### src/rtl/serial_uart_port.sv
// Device-side UART endpoint: processor byte interface with TX/RX FIFOs and 8N1
// serializer/deserializer on uart_tx_out/uart_rx_in.
module serial_uart_port #(
    parameter int unsigned CLKS_PER_BIT = 434,
    parameter int unsigned FIFO_DEPTH   = 8
) (
    input  logic       clock,
    input  logic       reset,
    input  logic [7:0] proc_wdata_in,
    input  logic       proc_wren_in,
    input  logic       proc_rden_in,
    output logic [7:0] proc_rdata_out,
    output logic       proc_valid_out,
    output logic       proc_ready_out,
    input  logic       proc_clr_err_in,
    input  logic       uart_rx_in,
    output logic       uart_tx_out,
    output logic       rx_overrun_out,
    output logic       rx_frame_err_out
);

    localparam int unsigned AW = $clog2(FIFO_DEPTH);
    localparam int unsigned CW = $clog2(CLKS_PER_BIT);
    localparam logic [AW:0]   FULL_CNT     = (AW+1)'(FIFO_DEPTH);
    localparam logic [CW-1:0] BIT_LAST     = CW'(CLKS_PER_BIT - 1);
    localparam logic [CW-1:0] START_SAMPLE = CW'(CLKS_PER_BIT / 2 - 1);

    typedef enum logic [1:0] {T_IDLE, T_START, T_DATA, T_STOP} tx_state_t;
    typedef enum logic [1:0] {R_IDLE, R_START, R_DATA, R_STOP} rx_state_t;

    // ---------------- TX FIFO ----------------
    logic [7:0]    tx_mem [FIFO_DEPTH];
    logic [AW-1:0] tx_wr_q, tx_wr_d, tx_rd_q, tx_rd_d;
    logic [AW:0]   tx_cnt_q, tx_cnt_d;
    logic          tx_full, tx_empty, tx_push, tx_pop;

    tx_state_t     tx_state_q;
    logic [CW-1:0] tx_baud_q;
    logic [2:0]    tx_bit_q;
    logic [7:0]    tx_shift_q;
    logic          tx_line_q;
    logic          tx_bit_end;

    assign tx_full    = (tx_cnt_q == FULL_CNT);
    assign tx_empty   = (tx_cnt_q == '0);
    assign tx_push    = proc_wren_in && !tx_full;
    assign tx_bit_end = (tx_baud_q == BIT_LAST);
    // Pop either from idle or right at the end of a stop bit, so queued bytes go out back-to-back.
    assign tx_pop     = !tx_empty && ((tx_state_q == T_IDLE) || ((tx_state_q == T_STOP) && tx_bit_end));

    always_comb begin
        tx_wr_d  = tx_wr_q;
        tx_rd_d  = tx_rd_q;
        tx_cnt_d = tx_cnt_q;
        if (tx_push) tx_wr_d = tx_wr_q + AW'(1);
        if (tx_pop)  tx_rd_d = tx_rd_q + AW'(1);
        if (tx_push && !tx_pop)      tx_cnt_d = tx_cnt_q + (AW+1)'(1);
        else if (!tx_push && tx_pop) tx_cnt_d = tx_cnt_q - (AW+1)'(1);
    end

    always_ff @(posedge clock) begin
        if (tx_push) tx_mem[tx_wr_q] <= proc_wdata_in;
    end

    always_ff @(posedge clock or negedge reset) begin
        if (!reset) begin
            tx_wr_q  <= '0;
            tx_rd_q  <= '0;
            tx_cnt_q <= '0;
        end else begin
            tx_wr_q  <= tx_wr_d;
            tx_rd_q  <= tx_rd_d;
            tx_cnt_q <= tx_cnt_d;
        end
    end

    // ---------------- TX FSM ----------------
    always_ff @(posedge clock or negedge reset) begin
        if (!reset) begin
            tx_state_q <= T_IDLE;
            tx_baud_q  <= '0;
            tx_bit_q   <= '0;
            tx_shift_q <= '0;
            tx_line_q  <= 1'b1;
        end else begin
            case (tx_state_q)
                T_IDLE: begin
                    if (tx_pop) begin
                        tx_shift_q <= tx_mem[tx_rd_q];
                        tx_line_q  <= 1'b0;
                        tx_baud_q  <= '0;
                        tx_state_q <= T_START;
                    end
                end
                T_START: begin
                    if (tx_bit_end) begin
                        tx_baud_q  <= '0;
                        tx_bit_q   <= '0;
                        tx_line_q  <= tx_shift_q[0];
                        tx_state_q <= T_DATA;
                    end else begin
                        tx_baud_q <= tx_baud_q + CW'(1);
                    end
                end
                T_DATA: begin
                    if (tx_bit_end) begin
                        tx_baud_q <= '0;
                        if (tx_bit_q == 3'd7) begin
                            tx_line_q  <= 1'b1;
                            tx_state_q <= T_STOP;
                        end else begin
                            tx_shift_q <= {1'b0, tx_shift_q[7:1]};
                            tx_line_q  <= tx_shift_q[1];
                            tx_bit_q   <= tx_bit_q + 3'd1;
                        end
                    end else begin
                        tx_baud_q <= tx_baud_q + CW'(1);
                    end
                end
                default: begin
                    if (tx_bit_end) begin
                        tx_baud_q <= '0;
                        if (tx_pop) begin
                            tx_shift_q <= tx_mem[tx_rd_q];
                            tx_line_q  <= 1'b0;
                            tx_state_q <= T_START;
                        end else begin
                            tx_state_q <= T_IDLE;
                        end
                    end else begin
                        tx_baud_q <= tx_baud_q + CW'(1);
                    end
                end
            endcase
        end
    end

    assign uart_tx_out    = tx_line_q;
    assign proc_ready_out = !tx_full;

    // ---------------- RX FIFO ----------------
    logic [7:0]    rx_mem [FIFO_DEPTH];
    logic [AW-1:0] rx_wr_q, rx_wr_d, rx_rd_q, rx_rd_d;
    logic [AW:0]   rx_cnt_q, rx_cnt_d;
    logic          rx_full, rx_empty, rx_push, rx_pop;

    rx_state_t     rx_state_q;
    logic [CW-1:0] rx_baud_q;
    logic [2:0]    rx_bit_q;
    logic [7:0]    rx_shift_q;
    logic          rx_meta_q, rx_sync_q, rx_prev_q;
    logic          rx_stop_sample, rx_overrun_set, rx_frame_set;
    logic          overrun_q, overrun_d, frame_err_q, frame_err_d;

    assign rx_full        = (rx_cnt_q == FULL_CNT);
    assign rx_empty       = (rx_cnt_q == '0);
    assign rx_pop         = proc_rden_in && !rx_empty;
    assign rx_stop_sample = (rx_state_q == R_STOP) && (rx_baud_q == BIT_LAST);
    // A full FIFO still takes the byte when the processor pops on the same edge.
    assign rx_push        = rx_stop_sample && rx_sync_q && (!rx_full || rx_pop);
    assign rx_overrun_set = rx_stop_sample && rx_sync_q && rx_full && !rx_pop;
    assign rx_frame_set   = rx_stop_sample && !rx_sync_q;

    always_comb begin
        rx_wr_d  = rx_wr_q;
        rx_rd_d  = rx_rd_q;
        rx_cnt_d = rx_cnt_q;
        if (rx_push) rx_wr_d = rx_wr_q + AW'(1);
        if (rx_pop)  rx_rd_d = rx_rd_q + AW'(1);
        if (rx_push && !rx_pop)      rx_cnt_d = rx_cnt_q + (AW+1)'(1);
        else if (!rx_push && rx_pop) rx_cnt_d = rx_cnt_q - (AW+1)'(1);
        overrun_d   = rx_overrun_set ? 1'b1 : (proc_clr_err_in ? 1'b0 : overrun_q);
        frame_err_d = rx_frame_set   ? 1'b1 : (proc_clr_err_in ? 1'b0 : frame_err_q);
    end

    always_ff @(posedge clock) begin
        if (rx_push) rx_mem[rx_wr_q] <= rx_shift_q;
    end

    always_ff @(posedge clock or negedge reset) begin
        if (!reset) begin
            rx_wr_q     <= '0;
            rx_rd_q     <= '0;
            rx_cnt_q    <= '0;
            overrun_q   <= 1'b0;
            frame_err_q <= 1'b0;
            rx_meta_q   <= 1'b1;
            rx_sync_q   <= 1'b1;
            rx_prev_q   <= 1'b1;
        end else begin
            rx_wr_q     <= rx_wr_d;
            rx_rd_q     <= rx_rd_d;
            rx_cnt_q    <= rx_cnt_d;
            overrun_q   <= overrun_d;
            frame_err_q <= frame_err_d;
            rx_meta_q   <= uart_rx_in;
            rx_sync_q   <= rx_meta_q;
            rx_prev_q   <= rx_sync_q;
        end
    end

    // ---------------- RX FSM ----------------
    always_ff @(posedge clock or negedge reset) begin
        if (!reset) begin
            rx_state_q <= R_IDLE;
            rx_baud_q  <= '0;
            rx_bit_q   <= '0;
            rx_shift_q <= '0;
        end else begin
            case (rx_state_q)
                R_IDLE: begin
                    if (rx_prev_q && !rx_sync_q) begin
                        rx_baud_q  <= '0;
                        rx_state_q <= R_START;
                    end
                end
                R_START: begin
                    if (rx_baud_q == START_SAMPLE) begin
                        rx_baud_q  <= '0;
                        rx_bit_q   <= '0;
                        rx_state_q <= rx_sync_q ? R_IDLE : R_DATA;
                    end else begin
                        rx_baud_q <= rx_baud_q + CW'(1);
                    end
                end
                R_DATA: begin
                    if (rx_baud_q == BIT_LAST) begin
                        rx_baud_q  <= '0;
                        rx_shift_q <= {rx_sync_q, rx_shift_q[7:1]};
                        if (rx_bit_q == 3'd7) rx_state_q <= R_STOP;
                        else                  rx_bit_q   <= rx_bit_q + 3'd1;
                    end else begin
                        rx_baud_q <= rx_baud_q + CW'(1);
                    end
                end
                default: begin
                    if (rx_stop_sample) begin
                        rx_baud_q  <= '0;
                        rx_state_q <= R_IDLE;
                    end else begin
                        rx_baud_q <= rx_baud_q + CW'(1);
                    end
                end
            endcase
        end
    end

    assign proc_valid_out   = !rx_empty;
    assign proc_rdata_out   = rx_empty ? '0 : rx_mem[rx_rd_q];
    assign rx_overrun_out   = overrun_q;
    assign rx_frame_err_out = frame_err_q;

endmodule
### config.mk
export PLATFORM = sky130hd
export DESIGN_NAME = serial_uart_port
export DESIGN_NICKNAME = d
export VERILOG_FILES = /design/src/rtl/serial_uart_port.sv
export SDC_FILE = /design/constraint.sdc
export NUM_CORES = 1
export LEC_CHECK = 0
export BUFFER_PORTS_ARGS = -buffer_cell sky130_fd_sc_hd__buf_2
export CORE_UTILIZATION = 55
export CTS_CLUSTER_SIZE = 28
export DETAILED_ROUTE_END_ITERATION = 8
export PLACE_DENSITY = 0.72
export REMOVE_ABC_BUFFERS = 1
export SLEW_MARGIN = 10
export SYNTH_ARGS = -nofsm -noshare
export SYNTH_HDL_FRONTEND = slang
export SYNTH_SLANG_ARGS = --single-unit
### constraint.sdc
create_clock -name clock -period 7.3 [get_ports clock]
set_clock_uncertainty 0.1 [all_clocks]
set_input_delay 1.095 -clock clock [delete_from_list [all_inputs] [get_ports clock]]
set_output_delay 1.095 -clock clock [all_outputs]
set_load 0.02 [all_outputs]
==> out/qor.yml <==
status: "complete, no violations"
diodes: 0
seq_area_frac_synth: 0.6479
drc: 0
hpwl_um: 9969
crit_end: "proc_rdata_out[6]"
ys_types: 59
synthTopCellsByCount: "128 x edfxtp_1, 66 x dfrtp_1, 38 x nor2_1, 35 x nand2_1, 32 x mux4_2"
vias: 4624
drive_gt1_frac: 0.2063
use_met2: 0.3475
setup_viol: 0
hold_start: "rx_meta_q"
finalNonFillerCells: 817
ant_nets: 0
yosys_register_bits: 198
dp.cells: 785
yosys_warnings: 0
post_cts_resize_count: 0
worst_hold_path_type: "reg2reg"
tightest_slew_ns: 1.190
start_util: 0.5665
crit_start: "rx_rd_q[0]"
stdcell_area_um2: 9565
grt_usage: 0.2007
clock-root-buffer: "clkbuf_16"
dp_slack_ns: 3.937
clk_path_buf_depth: 2
finish.utilization: 0.6269
reg2reg_from: "rx_baud_q[1]"
firstDrtPassIters: 5
synth-async-reset-ratio: 0.3535
crit_chain: "mux4_2 > mux2i_1 > nor2_1 > buf_2"
die_y_um: 127.4
final.setup.worst_slack_ns: 3.614
path_clk_slew_ns: 0.07
synth_edf_count: 128
synth_area_per_cell_um2: 15.38
p_leak_nw: 3.816
path_class: "reg2out"
core-area_um2: 15260
report.final.hold_viol_count: 0
busiest_layer: "met2"
cts_setup_buffers: 0
row_count: 45
fmax_mhz: 271.3
crit_arrival_ns: 2.49
finalSetupTns_ns: 0
htree_levels: 4
detail_route.wl_per_cell_um: 18.19
post-route-period-util: 0.5050
rsz0062_at_grt: "false"
globalplace.congestion: 0.7967
gr-total-overflow: 0
tritoncts: "built"
synth_area_um2: 8643
drtIter0Drc: 275
crit_slowest_cell: "dfrtp_1"
maxCapViolations: 0
relSlewSlack: 0.2004
p_per_area_nw_per_um2: 266.2
grt_pass1_wl_um: 24370
wl_um: 14860
synth_cells: 562
worst_r2r_path_depth: 8
start_kind: "register"
ir_drop_mv: 0.2063
finalCriticalPeriod_ns: 3.686
num_io_pins: 27
worstPathRequired_ns: 6.11
area_delta_synth_final_pct: 10.67
grt_max_degree: 71
dieArea_um2: 16220
antenna_found_initial: 0
synth.most_common_cell: "edfxtp_1"
grt_use_met3: 0.04355
use_met1: 0.2520
io_buffers: 26
insertion_delay_ns: 0.43
clock_sinks: 198
synthFlopType: "edfxtp_1"
final_net_count: 636
grt_pass1_vias: 4785
netlist_top_cells_area: "edfxtp_1 44%, dfrtp_1 19%, mux4_2 8.3%"
synth_top_area_cell: "edfxtp_1"
die_w_um: 127.4
critPathMaxStageDelay_ns: 1.04
cp-end-kind: "output pin"
dpl_cell_area_um2: 8982
via_per_inst: 5.660
fin_hold_ws_ns: 0.2578
postCtsHoldBufs: 0
power.total_mw: 2.546
final_max_slew_viol_count: 0
synth_top_area_share: 0.4447
worstReg2RegEnd: "rx_mem[3][4]"
cp_max_fo: 18
r2r_slack_ns: 4.20
cts-buffers-inserted: 17
==> kinds of logic after synthesis <==
kind of cell | after synthesis | synth area share
flip-flops | 198 | 0.6479
AND/OR/NAND/NOR | 141 | 0.08888
AO/OA/AOI/OAI | 66 | 0.05226
multiplexers | 65 | 0.1238
buffers and inverters | 41 | 0.02113
adder cells (fa/ha/maj) | 29 | 0.04372
XOR/XNOR | 22 | 0.02229
==> area by class of cell <==
class	count	area, um2
inverter	20	75.07
multi-input combinational	323	2865
clock buffer	19	432.9
clock inverter	13	145.1
timing repair buffer	33	182.7
tap	211	264.0
fill	1080	5693
sequential	198	5600
==> sequential cells by signal, summed over array words and instances (netlist names), 2 cells and up <==
register    flops
rx_baud_q       9
rx_bit_q        3
rx_cnt_q        4
rx_mem         64
rx_rd_q         3
rx_shift_q      8
rx_state_q      2
rx_wr_q         3
tx_baud_q       9
tx_bit_q        3
tx_cnt_q        4
tx_mem         64
tx_rd_q         3
tx_shift_q      8
tx_state_q      2
tx_wr_q         3
==> routing by layer <==
layer	routed length [um]	up-vias
li1	-	2209
met3	477	19
met1	6479	2320
met5	0	-
met2	7737	76
met4	169	0
==> worst min path at each step <==
stage	endpoint	cells past startpoint
6_report	rx_sync_q	0
5_1_grt	rx_sync_q	0
4_1_cts	rx_sync_q	0
3_5_place_dp	rx_sync_q	0
3_3_place_gp	rx_sync_q	0
2_1_floorplan	rx_sync_q	0
==> cell usage in the layout (no fill, tap or decap), drive strengths merged, types with 5 or more instances in the layout <==
cell / n
nor4b: 5
xnor2: 16
clkbuf: 19
a221oi: 6
a21oi: 10
edfxtp: 128
mux2i: 18
and2: 5
dfrtp: 66
nor3: 13
inv: 26
a22o: 8
mux4: 32
ha: 27
o21ai: 26
nand2: 35
and3: 9
nor2: 39
nand2b: 7
mux2: 15
nand3: 10
xor2: 6
buf: 33
==> power by group <==
part           switching [mW]  internal (mW)  leakage (nW)
clock network           0.404          0.511         0.282
registers              0.0522           1.28          2.23
logic                   0.178          0.122          1.30
==> worst max-delay path: cells and delay by family (launching register included) <==
| kind | cells | cell delay, ns |
|---|---|---|
| buffers and inverters | 1 | 0.18 |
| DFF | 1 | 1.04 |
| muxes | 2 | 0.79 |
| and+or+nand+nor | 1 | 0.06 |
Note: power is estimated with default switching activity, not from simulation.
